**src/rtl/acu_rs.sv**
```systemverilog
// ACU reservation station: holds ALU/compare ops until both operands arrive.
// Operands wake from the result broadcast bus, including a same-cycle allocation bypass.
module acu_rs #(
  parameter int size  = 8,
  parameter int TAG_W = 3
) (
  input  logic                                  clk,
  input  logic                                  rst,
  input  logic                                  flush,
  input  logic                                  alloc_valid,
  output logic                                  alloc_ready,
  input  logic [3:0]                            alloc_op,
  input  logic                                  alloc_cmp,
  input  logic [TAG_W-1:0]                      alloc_rob_tag,
  input  logic                                  alloc_src1_valid,
  input  logic [31:0]                           alloc_src1_val,
  input  logic [TAG_W-1:0]                      alloc_src1_tag,
  input  logic                                  alloc_src2_valid,
  input  logic [31:0]                           alloc_src2_val,
  input  logic [TAG_W-1:0]                      alloc_src2_tag,
  input  logic                                  bcast_valid,
  input  logic [TAG_W-1:0]                      bcast_tag,
  input  logic [31:0]                           bcast_val,
  output logic [size-1:0]                       busy,
  output logic [size-1:0]                       ready,
  output logic [size-1:0][4+32+32+TAG_W-1:0]    data,
  output logic [size-1:0]                       acu_operation,
  input  logic [size-1:0]                       result_ack
);

  logic [size-1:0]             busy_q, busy_d;
  logic [size-1:0]             cmp_q, cmp_d;
  logic [size-1:0]             s1v_q, s1v_d;
  logic [size-1:0]             s2v_q, s2v_d;
  logic [size-1:0][3:0]        op_q, op_d;
  logic [size-1:0][31:0]       s1_q, s1_d;
  logic [size-1:0][31:0]       s2_q, s2_d;
  logic [size-1:0][TAG_W-1:0]  tag_q, tag_d;

  logic [size-1:0] sel;
  logic            found;
  logic            fire;
  logic            byp1, byp2;

  assign alloc_ready = ~&busy_q;
  assign fire        = alloc_valid & alloc_ready;
  assign busy        = busy_q;
  assign ready       = busy_q & s1v_q & s2v_q;
  assign acu_operation = cmp_q;

  assign byp1 = bcast_valid & (bcast_tag == alloc_src1_tag);
  assign byp2 = bcast_valid & (bcast_tag == alloc_src2_tag);

  always_comb begin
    for (int i = 0; i < size; i++) begin
      data[i] = {op_q[i], s1_q[i], s2_q[i], tag_q[i]};
    end
  end

  // Lowest-index free slot, from pre-edge busy state only.
  always_comb begin
    sel   = '0;
    found = 1'b0;
    for (int i = 0; i < size; i++) begin
      if (!busy_q[i] && !found) begin
        sel[i] = 1'b1;
        found  = 1'b1;
      end
    end
  end

  always_comb begin
    busy_d = busy_q;
    cmp_d  = cmp_q;
    s1v_d  = s1v_q;
    s2v_d  = s2v_q;
    op_d   = op_q;
    s1_d   = s1_q;
    s2_d   = s2_q;
    tag_d  = tag_q;
    for (int i = 0; i < size; i++) begin
      if (busy_q[i]) begin
        if (bcast_valid && !s1v_q[i] && bcast_tag == s1_q[i][TAG_W-1:0]) begin
          s1v_d[i] = 1'b1;
          s1_d[i]  = bcast_val;
        end
        if (bcast_valid && !s2v_q[i] && bcast_tag == s2_q[i][TAG_W-1:0]) begin
          s2v_d[i] = 1'b1;
          s2_d[i]  = bcast_val;
        end
        if (result_ack[i] && ready[i]) begin
          busy_d[i] = 1'b0;
        end
      end else if (fire && sel[i]) begin
        // A pending operand keeps its producer tag in the low value bits.
        busy_d[i] = 1'b1;
        cmp_d[i]  = alloc_cmp;
        op_d[i]   = alloc_op;
        tag_d[i]  = alloc_rob_tag;
        s1v_d[i]  = alloc_src1_valid | byp1;
        s2v_d[i]  = alloc_src2_valid | byp2;
        if (alloc_src1_valid) begin
          s1_d[i] = alloc_src1_val;
        end else if (byp1) begin
          s1_d[i] = bcast_val;
        end else begin
          s1_d[i] = 32'(alloc_src1_tag);
        end
        if (alloc_src2_valid) begin
          s2_d[i] = alloc_src2_val;
        end else if (byp2) begin
          s2_d[i] = bcast_val;
        end else begin
          s2_d[i] = 32'(alloc_src2_tag);
        end
      end
    end
    if (flush) begin
      busy_d = '0;
      s1v_d  = '0;
      s2v_d  = '0;
    end
  end

  always_ff @(posedge clk) begin
    if (rst) begin
      busy_q <= '0;
      cmp_q  <= '0;
      s1v_q  <= '0;
      s2v_q  <= '0;
      op_q   <= '0;
      s1_q   <= '0;
      s2_q   <= '0;
      tag_q  <= '0;
    end else begin
      busy_q <= busy_d;
      cmp_q  <= cmp_d;
      s1v_q  <= s1v_d;
      s2v_q  <= s2v_d;
      op_q   <= op_d;
      s1_q   <= s1_d;
      s2_q   <= s2_d;
      tag_q  <= tag_d;
    end
  end

endmodule

```
**config.mk**
```make
export PLATFORM = sky130hd
export DESIGN_NAME = acu_rs
export DESIGN_NICKNAME = d
export VERILOG_FILES = /design/src/rtl/acu_rs.sv
export SDC_FILE = /design/constraint.sdc
export NUM_CORES = 1
export LEC_CHECK = 0
export ABC_AREA = 0
export CAP_MARGIN = 10
export CORE_AREA = 2 2 277 279
export DETAILED_ROUTE_END_ITERATION = 7
export DIE_AREA = 0 0 279 281
export SETUP_SLACK_MARGIN = 0.15
export SYNTH_ARGS = -nofsm -noshare
export SYNTH_HDL_FRONTEND = slang
export SYNTH_SLANG_ARGS = --single-unit
```
**constraint.sdc**
```tcl
create_clock -name clk -period 2.7 [get_ports clk]
set_input_delay 0.54 -clock clk [delete_from_list [all_inputs] [get_ports clk]]
set_output_delay 0.54 -clock clk [all_outputs]
set_load 0.005 [all_outputs]
```
Word-level counts from Yosys, hierarchy flattened
Index checks and enable logic that the tools add are counted.
{"block": "totals", "register_bits": 600, "inputBits": 128, "out_inout_bits": 593, "wordCells": 363}
{"block": "op_classes", "n_eq_ne": 34, "n_mux": 138, "bitwise_logic": 15, "n_reduce_logical": 119}
{"op": "32-bit two-way mux", "n": 52}
{"op": "1-bit two-way mux", "n": 86}
{"op": "1-bit logical AND", "n": 55}
{"op": "3-bit == test", "n": 18}
{"op": "2-bit AND reduction", "n": 24}
{"op": "2-bit by 1-bit != test with 1-bit output, second input constant", "n": 16}
{"op": "1-bit logical NOT", "n": 30}
{"op": "8-bit bitwise AND", "n": 2}
{"op": "2-bit nonzero test", "n": 8}
{"op": "1-bit NOT", "n": 8}
{"op": "8-bit AND reduction", "n": 1}
{"op": "1-bit bitwise AND", "n": 3}
{"op": "1-bit OR", "n": 2}
{"op": "2-bit OR reduction", "n": 1}

Longest topological paths before layout
{"block": "depth", "depth_word": 24, "ltp_mapped": 10, "mapped_depth_nobuf": 5}

Worst setup path before layout
No wires, ideal clock.
{"block": "synth_timing", "kind": "input-to-reg", "startpoint": "input bcast_tag[2]", "endpoint": "register s1_q (netlist bit data[57])", "setup_ns": 0.059, "arrival_ns": 2.138, "required_ns": 2.641, "setup_slack_ns": 0.503, "stages": 9, "path_buffers": 4, "path_cell_list": "buf_6 > buf_6 > xor2_2 > o41ai_4 > nand2_2 > buf_6 > buf_6 > nor3_1 > a221o_1"}
{"block": "synth_between", "elab_chain_cells": 6, "elab_cells_between_ends": 10, "classes_between": "3 x eq/ne; 4 x mux; 1 x bitwise; 2 x reduce/logical"}
{"item": "start, declared", "line_no": "22", "rtl": "input logic [TAG_W-1:0] bcast_tag,"}
{"item": "3-bit == test", "line_no": "51", "rtl": "assign byp1 = bcast_valid & (bcast_tag == alloc_src1_tag);"}
{"item": "1-bit bitwise AND", "line_no": "51"}
{"item": "32-bit two-way mux", "line_no": "104", "rtl": "end else if (byp1) begin"}
{"item": "32-bit two-way mux", "line_no": "102", "rtl": "if (alloc_src1_valid) begin"}
{"item": "32-bit two-way mux", "line_no": "94", "rtl": "end else if (fire && sel[i]) begin"}
{"item": "32-bit two-way mux", "line_no": "82", "rtl": "if (busy_q[i]) begin"}
{"item": "end signal, assigned", "line_no": "132", "rtl": "s1_q <= '0;"}
{"item": "end signal, assigned", "line_no": "141", "rtl": "s1_q <= s1_d;"}
{"item": "end, declared", "line_no": "36", "rtl": "logic [size-1:0][31:0] s1_q, s1_d;"}
Parallel ways exist; a longest one is shown, timed or not. The select of a mux whose other input is x is not followed.
A chain may end at the register's enable or synchronous reset.

Final worst setup path
{"block": "layout_timing", "startpoint": "register busy_q[6] (netlist: busy[6])", "endpoint": "output alloc_ready"}
{"block": "layout_between", "elab_chain_cells": 2}
{"item": "start, declared", "line_no": "31", "rtl": "logic [size-1:0] busy_q, busy_d;"}
{"item": "start signal, assigned", "line_no": "136", "rtl": "busy_q <= busy_d;"}
{"item": "8-bit AND reduction", "line_no": "45", "rtl": "assign alloc_ready = ~&busy_q;"}
{"item": "1-bit logical NOT", "line_no": "45"}
{"item": "end, declared", "line_no": "11", "rtl": "output logic alloc_ready,"}
No other way between the ends.

==> flow_summary.yaml <==
timing:
  hold_viol: 0
  min_period_ns: 2.51
  setup_viol_count_final: 0
  drv_slew: 0
  whs_ns: 0.378
  finalClockSkew_ns: 0.0267
  min_period_over_period: 0.928
  rsz0062_at_grt: "no"
  slew_headroom: 0.207
  worst_slew_pin_slew_ns: 1.18
  fin_ws_ns: 0.193
  max_freq_mhz: 399
place:
  post_dp_cell_area_sq_mm: 0.0347
  placedCellCount: 4526
  place_hpwl_um: 93700
  dp_slack_ns: -0.230
  gp_congestion: 0.910
  port_buffers: 720
global_routing:
  grt_pass1_wl_um: 186000
  grt_antenna_before_repair: 4
  grt_pass1_vias: 25223
  grt_max_degree: 83
  grtUsageTotal: 0.323
  globalRoute.totalOverflow: 0
layout:
  layout_common_cells: "clkdlybuf4s50_1 (716), dfxtp_1 (592), nand2_1 (513), a22oi_1 (377), o21ai_0 (290)"
  fin_util: 0.493
  mostFrequentLayoutCell: "clkdlybuf4s50_1"
  final_area_sq_mm: 0.0372
  areaGrowthSynthToFinish_pct: 47.9
  drive_gt1_frac: 0.110
  fin_nets: 3749
  stdcell_count: 4658
die:
  die-height_um: 281
  num_rows: 101
  core_sq_mm: 0.0754
  num_io_pins: 721
  die_area_sq_mm: 0.0784
  fp.dieW_um: 279
  initial_utilization: 0.334
critical_path:
  reg2reg_slack_ns: 0.42
  crit_arrival_ns: 1.97
  endpoint: "alloc_ready"
  timing.rr.end: "data[468]"
  cp-end-kind: "primary output"
  path_cells: "nand4_1, or2_4, clkdlybuf4s50_1"
  required_ns: 2.16
  worstPathMaxFanout: 7
  rr_worst_depth: 5
  crit_start: "busy[6]"
  path_class: "flip-flop to primary output"
  crit_path_top_delay_cell: "dfxtp_2"
  regToRegStartpoint: "busy[6]"
  cp-start-kind: "flip-flop"
  slowest_delay_ns: 0.47
clocking:
  clkSlewWorstSetupHoldPaths_ns: 0.06
  cts_max_level: 3
  root_buffer: "clkbuf_16"
  cts_tree: "built"
  cts_buffers: 69
  cts_buffer_depth: 3
  clk_latency_ns: 0.64
  cts_sinks: 600
  cts_hold_buf: 0
logic_synthesis:
  syn-num-nets: 3106
  seq_area_frac_synth: 0.477
  syn_inst: 2978
  synthArstFlopShare: 0
  synthDistinctLibCells: 60
  ys_ff_latch: 600
  synth_edf_count: 0
  yosys_warnings: 0
  syn-mean-instance-area_sq_um: 8.45
  synth_ff_type: "dfxtp_1"
  syn_area_sq_mm: 0.0252
min_path:
  hp-class: "input pin to flip-flop"
pwr:
  power_density_mw_per_mm2: 581
  ir_drop_mv: 0.496
  p_leak_nw: 13.1
detailed_routing:
  vias_per_cell: 5.78
  vias: 26934
  drt_iter0_drc: 2693
  wl_per_cell_um: 28.3
  wl_um: 132000
  drc_errors: 0
  final_antenna_net_count: 0
  drt_pass1_iterations: 6
status:
  status: "completed"
flow_run:
  drv_cap: 0
[per-layer routing]
layer	track usage	routed length [um]	up-vias
li1	-	-	11981
met1	0.392	50800	13063
met2	0.526	61000	1552
met3	0.0881	12700	338
met4	0.160	7230	0
met5	0	0	-
[logic make-up after synthesis]
group | after synthesis | share of synthesized area
AOI/OAI and AO/OA | 1096 | 0.285
buffers and inverters | 375 | 0.0647
xor gates and xnor gates | 54 | 0.0191
and+or+nand+nor | 829 | 0.145
muxes | 24 | 0.00954
DFF | 600 | 0.477
[how the worst min path moves through the flow]
stage,start,endpoint,slack (ns),cells after the start
final,rst,data[398],0.38,2
after CTS,rst,data[412],0.34,2
after global placement,data[545],data[545],0.43,2
after floorplan,s2v_q[2],s2v_q[2],0.44,2
after global routing,rst,data[411],0.37,2
after detailed placement,data[102],data[102],0.44,2
[layout make-up]
cell class                      count  area, sq um
Multi-Input combinational cell   2003        11700
Clock buffer                       98         1990
Fill cell                        7240        38200
Inverter                            4         15.0
Clock inverter                     28          494
Antenna cell                        4         10.0
Sequential cell                   600        12000
Tap cell                          978         1220
Timing Repair Buffer              943         9730
[power by group]
part	switching [W]	internal [W]	total, W	leakage, nW
registers	0.0000695	0.00894	0.00901	4.85
clock network	0.00410	0.00624	0.0103	1.21
logic	0.00138	0.000885	0.00227	7.08
[stage by stage]
stage | total power, W | TNS (ns)
floorplan | 0.0102 | 0
CTS | 0.0217 | 0
global route | 0.0222 | 0
finish | 0.0216 | 0
global placement | 0.0114 | -11.33
detailed placement | 0.0114 | -12.08
[state kept, by name (all words and copies together), names as in the netlist]
signal / cells
data: 568
acu_operation: 8
busy: 8
s1v_q: 8
s2v_q: 8
[cell usage after synthesis, types with 9 or more instances]
cell       count  share of area
dfxtp_1      600           0.48
nand2_1      513          0.077
a22oi_1      377           0.11
o21ai_0      291          0.058
clkbuf_1     235          0.035
nor2_1       123          0.018
a21oi_1       92          0.018
o21ai_1       86          0.017
buf_2         63          0.013
o2bb2ai_1     61          0.021
nor3_1        48         0.0095
o22ai_1       47          0.012
a31oi_1       36         0.0089
xor2_1        36          0.013
nor3b_1       31         0.0092
a221o_1       29          0.012
clkbuf_2      29         0.0058
buf_1         28         0.0042
mux2i_1       24         0.0095
a211oi_1      19         0.0057
xnor2_1       17         0.0059
nor2b_1       16         0.0040
o31ai_1       16         0.0048
nand3b_1      14         0.0042
a2bb2oi_1     12         0.0042
nand2b_1      12         0.0030
buf_6         10         0.0045
or2_2         10         0.0025
and3_1         9         0.0022
nor4_1         9         0.0022
[worst max-delay path: cells and delay by family (launching register included)]
kind                   cells  cell delay [ns]
buffers and inverters      1             0.45
and+or+nand+nor            2             0.43
DFF                        1             0.47
[what timing repair did]
| item | in CTS | in global routing |
|---|---|---|
| buffers inserted | 1 | 1 |
| resized for setup | 10 | 8 |
| setup endpoints to repair | 6 | 4 |
| cloned | 0 | 0 |
| pin swaps | 1 | 2 |
Power figures use the tool's default switching activity.
